[config.mk]
export PLATFORM = sky130hd
export DESIGN_NAME = draw_screen_mode
export DESIGN_NICKNAME = d
export VERILOG_FILES = /design/src/rtl/draw_screen_mode.sv
export SDC_FILE = /design/constraint.sdc
export NUM_CORES = 1
export LEC_CHECK = 0
export ABC_AREA = 1
export BUFFER_PORTS_ARGS = -buffer_cell sky130_fd_sc_hd__buf_4
export CAP_MARGIN = 20
export CORE_MARGIN = 2
export CORE_UTILIZATION = 44
export CTS_BUF_LIST = sky130_fd_sc_hd__clkbuf_16
export CTS_CLUSTER_DIAMETER = 60
export DETAILED_ROUTE_END_ITERATION = 12
export PLACE_DENSITY_LB_ADDON = 0.08
export SLEW_MARGIN = 10
export SYNTH_ARGS = -nofsm -noshare
export SYNTH_HDL_FRONTEND = slang
export SYNTH_SLANG_ARGS = --single-unit
[constraint.sdc]
create_clock -name pclk -period 1.7 [get_ports pclk]
set_input_delay 0.17 -clock pclk [delete_from_list [all_inputs] [get_ports pclk]]
set_output_delay 0.17 -clock pclk [all_outputs]
set_load 0.005 [all_outputs]
[src/rtl/draw_screen_mode.sv]
`default_nettype none
// ============================================================================
// Module   : draw_screen_mode
// Purpose  : Per-pixel background renderer and screen-mode controller for
//            the 1024x768 VGA pipeline. Tracks MENU/GAME/PAUSE/OVER, collects
//            mode requests from buttons, game logic and mouse clicks, and
//            commits them only at the vblank rising edge so a frame is never
//            drawn in two modes. Timing passes through with one cycle delay.
// Ports    : pclk, rst (sync, active-high)
//            hcount_in/vcount_in/hsync_in/vsync_in/hblnk_in/vblnk_in : timing
//            xpos/ypos/mouse_left : mouse state
//            game_on/menu_on/game_over/pause_req : mode requests
//            *_out : timing delayed by 1 cycle, rgb_out : pixel colour
//            mode : committed mode, play_selected : mode==GAME,
//            hover : cursor inside the PLAY button
// Revision : 1.0 - initial release
// ============================================================================
module draw_screen_mode #(
  parameter int          H_ACTIVE      = 1024,
  parameter int          V_ACTIVE      = 768,
  parameter int          TOP_V_LINE    = 317,
  parameter int          BOTTOM_V_LINE = 617,
  parameter int          LEFT_H_LINE   = 361,
  parameter int          RIGHT_H_LINE  = 661,
  parameter int          BORDER        = 10,
  parameter int          BTN_X         = 422,
  parameter int          BTN_Y         = 390,
  parameter int          BTN_W         = 123,
  parameter int          BTN_H         = 90,
  parameter logic [11:0] BG_MENU       = 12'h000,
  parameter logic [11:0] BG_GAME       = 12'h000,
  parameter logic [11:0] BG_OVER       = 12'h192,
  parameter logic [11:0] ARENA_RGB     = 12'hfff,
  parameter logic [11:0] PAUSE_RGB     = 12'h888,
  parameter logic [11:0] BTN_RGB       = 12'hfff,
  parameter logic [11:0] BTN_HOVER_RGB = 12'h0f0
) (
  input  logic        pclk,
  input  logic        rst,
  input  logic [11:0] hcount_in,
  input  logic [11:0] vcount_in,
  input  logic        hsync_in,
  input  logic        vsync_in,
  input  logic        hblnk_in,
  input  logic        vblnk_in,
  input  logic [11:0] xpos,
  input  logic [11:0] ypos,
  input  logic        mouse_left,
  input  logic        game_on,
  input  logic        menu_on,
  input  logic        game_over,
  input  logic        pause_req,
  output logic [11:0] hcount_out,
  output logic [11:0] vcount_out,
  output logic        hsync_out,
  output logic        vsync_out,
  output logic        hblnk_out,
  output logic        vblnk_out,
  output logic [11:0] rgb_out,
  output logic [1:0]  mode,
  output logic        play_selected,
  output logic        hover
);

  localparam logic [1:0] c_MODE_MENU  = 2'b00;
  localparam logic [1:0] c_MODE_GAME  = 2'b01;
  localparam logic [1:0] c_MODE_PAUSE = 2'b10;
  localparam logic [1:0] c_MODE_OVER  = 2'b11;

  // Geometry as 12-bit constants so every compare is width-matched.
  localparam logic [11:0] c_BTN_X0   = 12'(BTN_X);
  localparam logic [11:0] c_BTN_X1   = 12'(BTN_X + BTN_W);
  localparam logic [11:0] c_BTN_Y0   = 12'(BTN_Y);
  localparam logic [11:0] c_BTN_Y1   = 12'(BTN_Y + BTN_H);
  localparam logic [11:0] c_IN_L     = 12'(LEFT_H_LINE);
  localparam logic [11:0] c_IN_R     = 12'(RIGHT_H_LINE);
  localparam logic [11:0] c_IN_T     = 12'(TOP_V_LINE);
  localparam logic [11:0] c_IN_B     = 12'(BOTTOM_V_LINE);
  localparam logic [11:0] c_OUT_L    = 12'(LEFT_H_LINE - BORDER);
  localparam logic [11:0] c_OUT_R    = 12'(RIGHT_H_LINE + BORDER);
  localparam logic [11:0] c_OUT_T    = 12'(TOP_V_LINE - BORDER);
  localparam logic [11:0] c_OUT_B    = 12'(BOTTOM_V_LINE + BORDER);
  localparam logic [11:0] c_H_LAST   = 12'(H_ACTIVE - 1);
  localparam logic [11:0] c_V_LAST   = 12'(V_ACTIVE - 1);

  logic [1:0]  r_mode;
  logic        r_pending_valid;
  logic [1:0]  r_pending_mode;
  logic        r_mouse_left_d;
  logic        r_pause_d;
  logic        r_vblnk_d;

  logic        w_click;
  logic        w_ptog;
  logic        w_in_btn;
  logic        w_frame_edge;
  logic [1:0]  w_req_mode;
  logic        w_req_valid;
  logic [1:0]  w_mode_nxt;
  logic        w_pending_valid_nxt;
  logic [1:0]  w_pending_mode_nxt;
  logic        w_px_in_btn;
  logic        w_px_arena;
  logic [11:0] w_rgb_nxt;

  assign w_click      = mouse_left & ~r_mouse_left_d;
  assign w_ptog       = pause_req & ~r_pause_d;
  assign w_frame_edge = vblnk_in & ~r_vblnk_d;
  assign w_in_btn     = (xpos >= c_BTN_X0) && (xpos < c_BTN_X1) &&
                        (ypos >= c_BTN_Y0) && (ypos < c_BTN_Y1);

  assign w_px_in_btn  = (hcount_in >= c_BTN_X0) && (hcount_in < c_BTN_X1) &&
                        (vcount_in >= c_BTN_Y0) && (vcount_in < c_BTN_Y1);

  // Frame ring: inside the outer box but outside the inclusive inner box.
  assign w_px_arena   = (hcount_in >= c_OUT_L) && (hcount_in <= c_OUT_R) &&
                        (vcount_in >= c_OUT_T) && (vcount_in <= c_OUT_B) &&
                        !((hcount_in >= c_IN_L) && (hcount_in <= c_IN_R) &&
                          (vcount_in >= c_IN_T) && (vcount_in <= c_IN_B));

  // State register: committed mode, pending request and edge detectors.
  always_ff @(posedge pclk) begin
    if (rst) begin
      r_mode          <= c_MODE_MENU;
      r_pending_valid <= 1'b0;
      r_pending_mode  <= c_MODE_MENU;
      r_mouse_left_d  <= 1'b0;
      r_pause_d       <= 1'b0;
      r_vblnk_d       <= 1'b0;
    end else begin
      r_mode          <= w_mode_nxt;
      r_pending_valid <= w_pending_valid_nxt;
      r_pending_mode  <= w_pending_mode_nxt;
      r_mouse_left_d  <= mouse_left;
      r_pause_d       <= pause_req;
      r_vblnk_d       <= vblnk_in;
    end
  end

  // Next-state: request target (first match wins), then commit/pend.
  always_comb begin
    w_req_mode = r_mode;
    case (r_mode)
      c_MODE_MENU: begin
        if (game_on || (w_click && w_in_btn)) w_req_mode = c_MODE_GAME;
        else if (game_over)                   w_req_mode = c_MODE_OVER;
      end
      c_MODE_GAME: begin
        if (menu_on)        w_req_mode = c_MODE_MENU;
        else if (game_over) w_req_mode = c_MODE_OVER;
        else if (w_ptog)    w_req_mode = c_MODE_PAUSE;
      end
      c_MODE_PAUSE: begin
        if (menu_on)                              w_req_mode = c_MODE_MENU;
        else if (w_ptog || (w_click && w_in_btn)) w_req_mode = c_MODE_GAME;
      end
      default: begin
        if (game_on || (w_click && w_in_btn))       w_req_mode = c_MODE_GAME;
        else if (menu_on || (w_click && !w_in_btn)) w_req_mode = c_MODE_MENU;
      end
    endcase
    // A target equal to the current mode is not a request.
    w_req_valid = (w_req_mode != r_mode);

    w_mode_nxt          = r_mode;
    w_pending_valid_nxt = r_pending_valid;
    w_pending_mode_nxt  = r_pending_mode;
    if (w_frame_edge && w_req_valid) begin
      w_mode_nxt          = w_req_mode;
      w_pending_valid_nxt = 1'b0;
      w_pending_mode_nxt  = c_MODE_MENU;
    end else if (w_frame_edge && r_pending_valid) begin
      w_mode_nxt          = r_pending_mode;
      w_pending_valid_nxt = 1'b0;
      w_pending_mode_nxt  = c_MODE_MENU;
    end else if (w_req_valid) begin
      w_pending_valid_nxt = 1'b1;
      w_pending_mode_nxt  = w_req_mode;
    end
  end

  // Output: pixel colour from the mode committed at the start of the cycle.
  always_comb begin
    w_rgb_nxt = BG_MENU;
    if (hblnk_in || vblnk_in) begin
      w_rgb_nxt = 12'h000;
    end else if (vcount_in == 12'd0) begin
      w_rgb_nxt = 12'hff0;
    end else if (vcount_in == c_V_LAST) begin
      w_rgb_nxt = 12'hf00;
    end else if (hcount_in == 12'd0) begin
      w_rgb_nxt = 12'h0f0;
    end else if (hcount_in == c_H_LAST) begin
      w_rgb_nxt = 12'h00f;
    end else if ((r_mode == c_MODE_GAME || r_mode == c_MODE_PAUSE) && w_px_arena) begin
      w_rgb_nxt = (r_mode == c_MODE_GAME) ? ARENA_RGB : PAUSE_RGB;
    end else if (r_mode != c_MODE_GAME && w_px_in_btn) begin
      w_rgb_nxt = w_in_btn ? BTN_HOVER_RGB : BTN_RGB;
    end else begin
      case (r_mode)
        c_MODE_MENU: w_rgb_nxt = BG_MENU;
        c_MODE_OVER: w_rgb_nxt = BG_OVER;
        default:     w_rgb_nxt = BG_GAME;
      endcase
    end
  end

  always_ff @(posedge pclk) begin
    if (rst) begin
      hcount_out <= 12'd0;
      vcount_out <= 12'd0;
      hsync_out  <= 1'b0;
      vsync_out  <= 1'b0;
      hblnk_out  <= 1'b0;
      vblnk_out  <= 1'b0;
      rgb_out    <= 12'd0;
      hover      <= 1'b0;
    end else begin
      hcount_out <= hcount_in;
      vcount_out <= vcount_in;
      hsync_out  <= hsync_in;
      vsync_out  <= vsync_in;
      hblnk_out  <= hblnk_in;
      vblnk_out  <= vblnk_in;
      rgb_out    <= w_rgb_nxt;
      hover      <= w_in_btn;
    end
  end

  assign mode          = r_mode;
  assign play_selected = (r_mode == c_MODE_GAME);

endmodule
`default_nettype wire

; Word level (Yosys, flattened, before mapping)
; Index checks and enable logic that the tools add are counted.
[classes]
addsub = 0
mul = 0
div_mod_pow = 0
magnitude_cmp = 16
n_eq_ne = 7
shifts = 0
mux = 21
bitwise_logic = 6
n_reduce_logical = 33
[ops]
columns = cell, count
row1 = $ge A12 B9 Y1 const B, 8
row2 = $mux W12, 7
row3 = $le A12 B10 Y1 const B, 4
row4 = $eq A12 B10 Y1 const B, 2
row5 = $logic_not A12 Y1, 2
row6 = $lt A12 B10 Y1 const B, 2
row7 = $lt A12 B9 Y1 const B, 2
row8 = $mux W2, 11
row9 = $logic_and A1 B1 Y1, 19
row10 = $mux W11, 1
row11 = $mux W9, 1
row12 = $pmux W2 S3, 1
row13 = $logic_or A1 B1 Y1, 5
row14 = $reduce_or A5 Y1, 1
row15 = $eq A2 B2 Y1 const B, 2
row16 = $and A1 B1 Y1, 3
row17 = $not A1 Y1, 3
row18 = $reduce_or A3 Y1, 1
row19 = $eq A2 B1 Y1 const B, 1
row20 = $logic_not A1 Y1, 2
row21 = $logic_not A2 Y1, 1
row22 = $ne A2 B1 Y1 const B, 1
row23 = $ne A2 B2 Y1, 1
row24 = $reduce_bool A2 Y1, 1
row25 = $reduce_or A2 Y1, 1
[totals]
register_bits = 48
latch_bits = 0
mem_bits_rw = 0
rom_bits = 0
inputBits = 59
output_inout_bits = 44
word_cells = 97
n_memories = 0

; Logic depth before layout (Yosys ltp)
[logic_depth]
depth_word = 13
depth_mapped = 20

; Least setup slack after synthesis
; No wires, ideal clock.
[synth_path]
path_type = register to register
startpoint = register r_mode[0], in the netlist mode[0]
endpoint = register r_mode[0], in the netlist mode[0]
setup_time_ps = 110
arrival_ps = 1615
t_required_ps = 1590
slack_ps = -25
stages_incl_launch_ff = 17
n_path_buf = 0
period_less_slack_ps = 1725
path_cell_list = dfxtp_1 -> inv_1 -> ha_1 -> nand2_1 -> nor2_1 -> nand3_1 -> nand3_1 -> nand2_1 -> nand2_2 -> nand2_2 -> nand2_2 -> nand2_4 -> nand2_4 -> o21ai_1 -> nand2_1 -> inv_2 -> nor2_2
[synth_via]
elab_chain_cells = 7
word_cells_on_any_way = 17
classes_between = 3 x eq/ne / 11 x mux / 3 x reduce/logical
[synth_rtl]
columns = element, line
row1 = from (decl), 86  ; logic [1:0] r_mode;
row2 = from (signal assigned), 124  ; r_mode <= c_MODE_MENU;
row3 = from (signal assigned), 131  ; r_mode <= w_mode_nxt;
row4 = $mux W2, 151  ; else if (w_ptog) w_req_mode = c_MODE_PAUSE;
row5 = $mux W2, 150  ; else if (game_over) w_req_mode = c_MODE_OVER;
row6 = $mux W2, 149  ; if (menu_on) w_req_mode = c_MODE_MENU;
row7 = $pmux W2 S3, 143  ; case (r_mode)
row8 = $ne A2 B2 Y1, 163  ; w_req_valid = (w_req_mode != r_mode);
row9 = $logic_and A1 B1 Y1, 168  ; if (w_frame_edge && w_req_valid) begin
row10 = $mux W2 or $reduce_bool A2 Y1 (tied branches), -
; Several ways; a longest one is shown, not always the timed one.
; A chain may end at the register's enable or synchronous reset.

; Worst setup path in the final report
[layout_path]
startpoint = register r_mode[0], in the netlist mode[0]
endpoint = register r_pending_mode[0]
[layout_via]
elab_chain_cells = 7
word_cells_on_any_way = 16
classes_between = 3 x eq/ne / 10 x mux / 3 x reduce/logical
[layout_rtl]
columns = element, line
row1 = $mux W2, 151
row2 = $mux W2, 150
row3 = $mux W2, 149
row4 = $pmux W2 S3, 143
row5 = $ne A2 B2 Y1, 163
row6 = $logic_and A1 B1 Y1, 168
row7 = $reduce_or A3 Y1 (no source line), -
row8 = to (signal assigned), 126  ; r_pending_mode <= c_MODE_MENU;
row9 = to (signal assigned), 133  ; r_pending_mode <= w_pending_mode_nxt;
row10 = to (decl), 88  ; logic [1:0] r_pending_mode;
; Several ways; a longest one is shown, not always the timed one.

==> flow_summary.yaml <==
cts:
  cts_tree: "yes"
  cts_htree_levels: 2
  cts-root-buf: "clkbuf_16"
  clk_path_buf_depth: 2
  cts_sinks: 45
  numCtsBuffers: 5
  clkTransAtPathRegs_ns: 0.06
  clk_latency_ns: 0.28
critical_path:
  worst_r2r_path_depth: 11
  end_kind: "flip-flop"
  crit_top_cell: "nand2_2"
  cp_slowest_cell: "dfxtp_4"
  slowest_delay_ns: 0.39
  cp_max_fo: 4
  critPathKind: "reg -> reg"
  arrival_ns: 2.07
  ff2ff_setup_slack_ns: -0.15
  cp.required_ns: 1.92
  r2r-start: "mode[0]"
  cp_cell_sequence: "ha_2 -> inv_1 -> nor2_2 -> o21ai_4 -> nand2_2 -> nand2_2 -> nand2_2 -> buf_4 -> buf_4 -> nand3_1 -> a21oi_2"
  start_kind: "flip-flop"
  reg2reg_to: "r_pending_mode[0]"
pwr:
  combPwrFrac_pct: 34.6
  p_sw_w: 0.001059
  p_seq_share_pct: 33.9
  clkPwrFrac_pct: 31.5
  p_int_w: 0.002410
  p_leak_nw: 2.279
  peakVddDrop_uv: 747.7
  switching_share_pct: 30.53
  p_per_area_nw_per_um2: 782.0
floorplanning:
  die_y_um: 82.23
  rows: 28
  ios: 103
  coreArea_um2: 5921
  initial_core_util_pct: 45.48
  die_w_um: 82.23
  die_area_um2: 6761
place:
  dp.cells: 651
  place_congestion: 0.9608
  numPortBuffers: 101
  hpwlAfterDp_um: 6318
timing:
  max_freq_mhz: 541.7
  slew_violations: 0
  rsz0062_at_grt: "yes"
  period_minus_slack_ns: 1.846
  slew_headroom_pct: 74.39
  setup_viol: 5
  hold_viol: 0
  period_share_pct: 108.6
  setup_slack_ns: -0.1461
  clock_skew_ns: 0.0009737
  tightest_slew_ns: 0.3745
final_layout:
  seq_area_um2: 908.4
  post-route-util_pct: 74.94
  fin_cells: 666
  syn2layout_area_growth_pct: 64.78
  nNetsFinal: 653
  mostFrequentLayoutCells: "buf_4 (172), nor2_1 (71), inv_1 (68)"
  fillers: 501
  layout-drive-gt1-share_pct: 42.30
  multi_input_area_um2: 1652
  final_common_cell: "buf_4"
  diodes: 0
yosys:
  synth-edff-count: 0
  synth.distinct_cells: 36
  ys_ff_latch: 45
  yosys_most_used_dff: "dfxtp_1"
  synthesis.nets: 478
  syn_inst: 415
  synth_top_area_share_pct: 33.46
  synth-async-reset-ratio_pct: 0
  synth-compound-area-share_pct: 10.18
  synth_top_family_by_area: "simple AND/OR/NAND/NOR gates"
  synth-simple-area-share_pct: 42.61
  avgSynthCellArea_um2: 6.488
  synth_top_cell_by_area: "dfxtp_1"
  ys_seq_area_share_pct: 33.46
  ys_top_cells_by_area: "dfxtp_1 (33%), nor2_1 (10%), inv_1 (9.9%), nand2_1 (9.6%), nand3_1 (5.6%)"
  yosys.area_share.adder_pct: 1.859
  synth_mux_area_share_pct: 0
  synth_area_um2: 2693
  synth-xor-area-share_pct: 0
  ys_warn_count: 0
routing:
  post_drt_wl_per_cell_um: 12.62
  routed_wl_um: 8404
  drt_iter0_drc: 138
  drc: 0
  via_per_inst: 4.922
  drt_first_pass_iters: 4
  via_count: 3278
  drtAntennaViolNets: 0
min_path:
  min_to: "vsync_out"
  min_from: "vsync_in"
  whs_path_depth: 3
  holdCritPathClass: "in -> reg"
global_route:
  globalRouteOverflowTotal: 0
  grt_first_pass_wirelength_um: 12600
  antenna_found_initial: 0
  grt_pass1_vias: 3083
  gr-usage-all-layers_pct: 23.43
  grt_max_degree: 35
job:
  maxCapViolCount: 0
run_status:
  violations: "negative setup slack"
  outcome: "complete, but fails checks"
[worst max-delay path by stage]
stage                   endpoint  slack (ns)     startpoint
6_report       r_pending_mode[0]       -0.15        mode[0]
5_1_grt          r_pending_valid       -0.28        mode[0]
4_1_cts          r_pending_valid       -0.04        mode[1]
3_5_place_dp     r_pending_valid       -0.27        xpos[6]
3_3_place_gp          rgb_out[4]       -0.23  vcount_in[11]
2_1_floorplan            mode[0]        0.06        xpos[6]
[cell type report]
class	count	share of cell area, %
Clock buffer	5	2.820
Clock inverter	3	0.9588
Inverter	75	6.458
Multi-Input combinational cell	288	37.22
Sequential cell	45	20.47
Tap cell	75	2.115
Timing Repair Buffer	175	29.95
[sequential cells by signal, indices dropped and copies added (netlist names), 2 cells and up]
register	flops
r_pending_mode	2
hcount_out	12
vcount_out	12
mode	2
rgb_out	9
[cell usage after synthesis, types with 2 or more instances]
| cell | number |
|---|---|
| a21oi_1 | 13 |
| o211ai_1 | 3 |
| o21ai_1 | 4 |
| o21ai_0 | 11 |
| nand3b_1 | 4 |
| inv_1 | 71 |
| nand2_2 | 8 |
| nand2_1 | 69 |
| nand3_2 | 3 |
| nor2_2 | 4 |
| nand3_1 | 30 |
| and2_1 | 2 |
| o31ai_1 | 4 |
| nand4_1 | 16 |
| buf_1 | 3 |
| nor3_1 | 17 |
| buf_4 | 3 |
| nor2_1 | 73 |
| inv_2 | 4 |
| nor4_1 | 3 |
| ha_1 | 4 |
| nand2_4 | 3 |
| dfxtp_1 | 45 |
| o21ai_2 | 2 |
| nor2_4 | 5 |
[repair_timing]
| action | CTS | global route |
|---|---|---|
| gates resized for setup | 16 | 38 |
| hold buffers | 0 | 0 |
| pin swaps | 11 | 30 |
| setup buffers | 4 | 3 |
| setup endpoints to repair | 6 | 14 |
[metrics by stage]
step / area (um^2) / worst slack [ns] / total power [W] / hold WS, ns / TNS (ns)
finish: 4437 / -0.1461 / 0.003469 / 0.08402 / -0.6255
global placement: 4011 / -0.2294 / 0.002150 / 0.3698 / -1.968
CTS: 4268 / -0.04000 / 0.003335 / 0.08374 / -0.05790
floorplan: 2695 / 0.05610 / 0.001667 / 0.2770 / 0
global route: 4437 / -0.2839 / 0.003645 / 0.09753 / -1.350
detailed placement: 4011 / -0.2707 / 0.002165 / 0.3772 / -2.733
[power groups by stage]
stage                     Combinational, W  Clock, W  Sequential, W
final                              0.00120   0.00109        0.00118
after floorplan                   0.000474         0        0.00119
after global routing               0.00131   0.00115        0.00118
after global placement            0.000965         0        0.00119
after CTS                          0.00105   0.00111        0.00117
after detailed placement          0.000981         0        0.00118
[cell families (layout without fill, tap and decap cells)]
group | after synthesis | after routing
AND/OR/NAND/NOR | 239 | 239
buffers and inverters | 82 | 258
AO/OA/AOI/OAI | 45 | 45
flip-flops | 45 | 45
adder cells (fa/ha/maj) | 4 | 4
[metal layers]
| metal | vias to the layer above | part of all wire (%) | global-route usage, % |
|---|---|---|---|
| met3 | 22 | 5.1 | 4.130 |
| met2 | 101 | 51 | 42.18 |
| met4 | 0 | 2.5 | 10.00 |
| li1 | 1680 | - | - |
| met5 | - | 0 | 0 |
| met1 | 1475 | 41 | 26.99 |
[worst max-delay path: cells and delay by family (launching register included)]
family	cells	cell delay, ns
AO/OA/AOI/OAI	2	0.27
buffers and inverters	3	0.31
AND/OR/NAND/NOR	5	0.58
flip-flops	1	0.39
adder cells (fa/ha/maj)	1	0.23
Power figures use the tool's default switching activity.
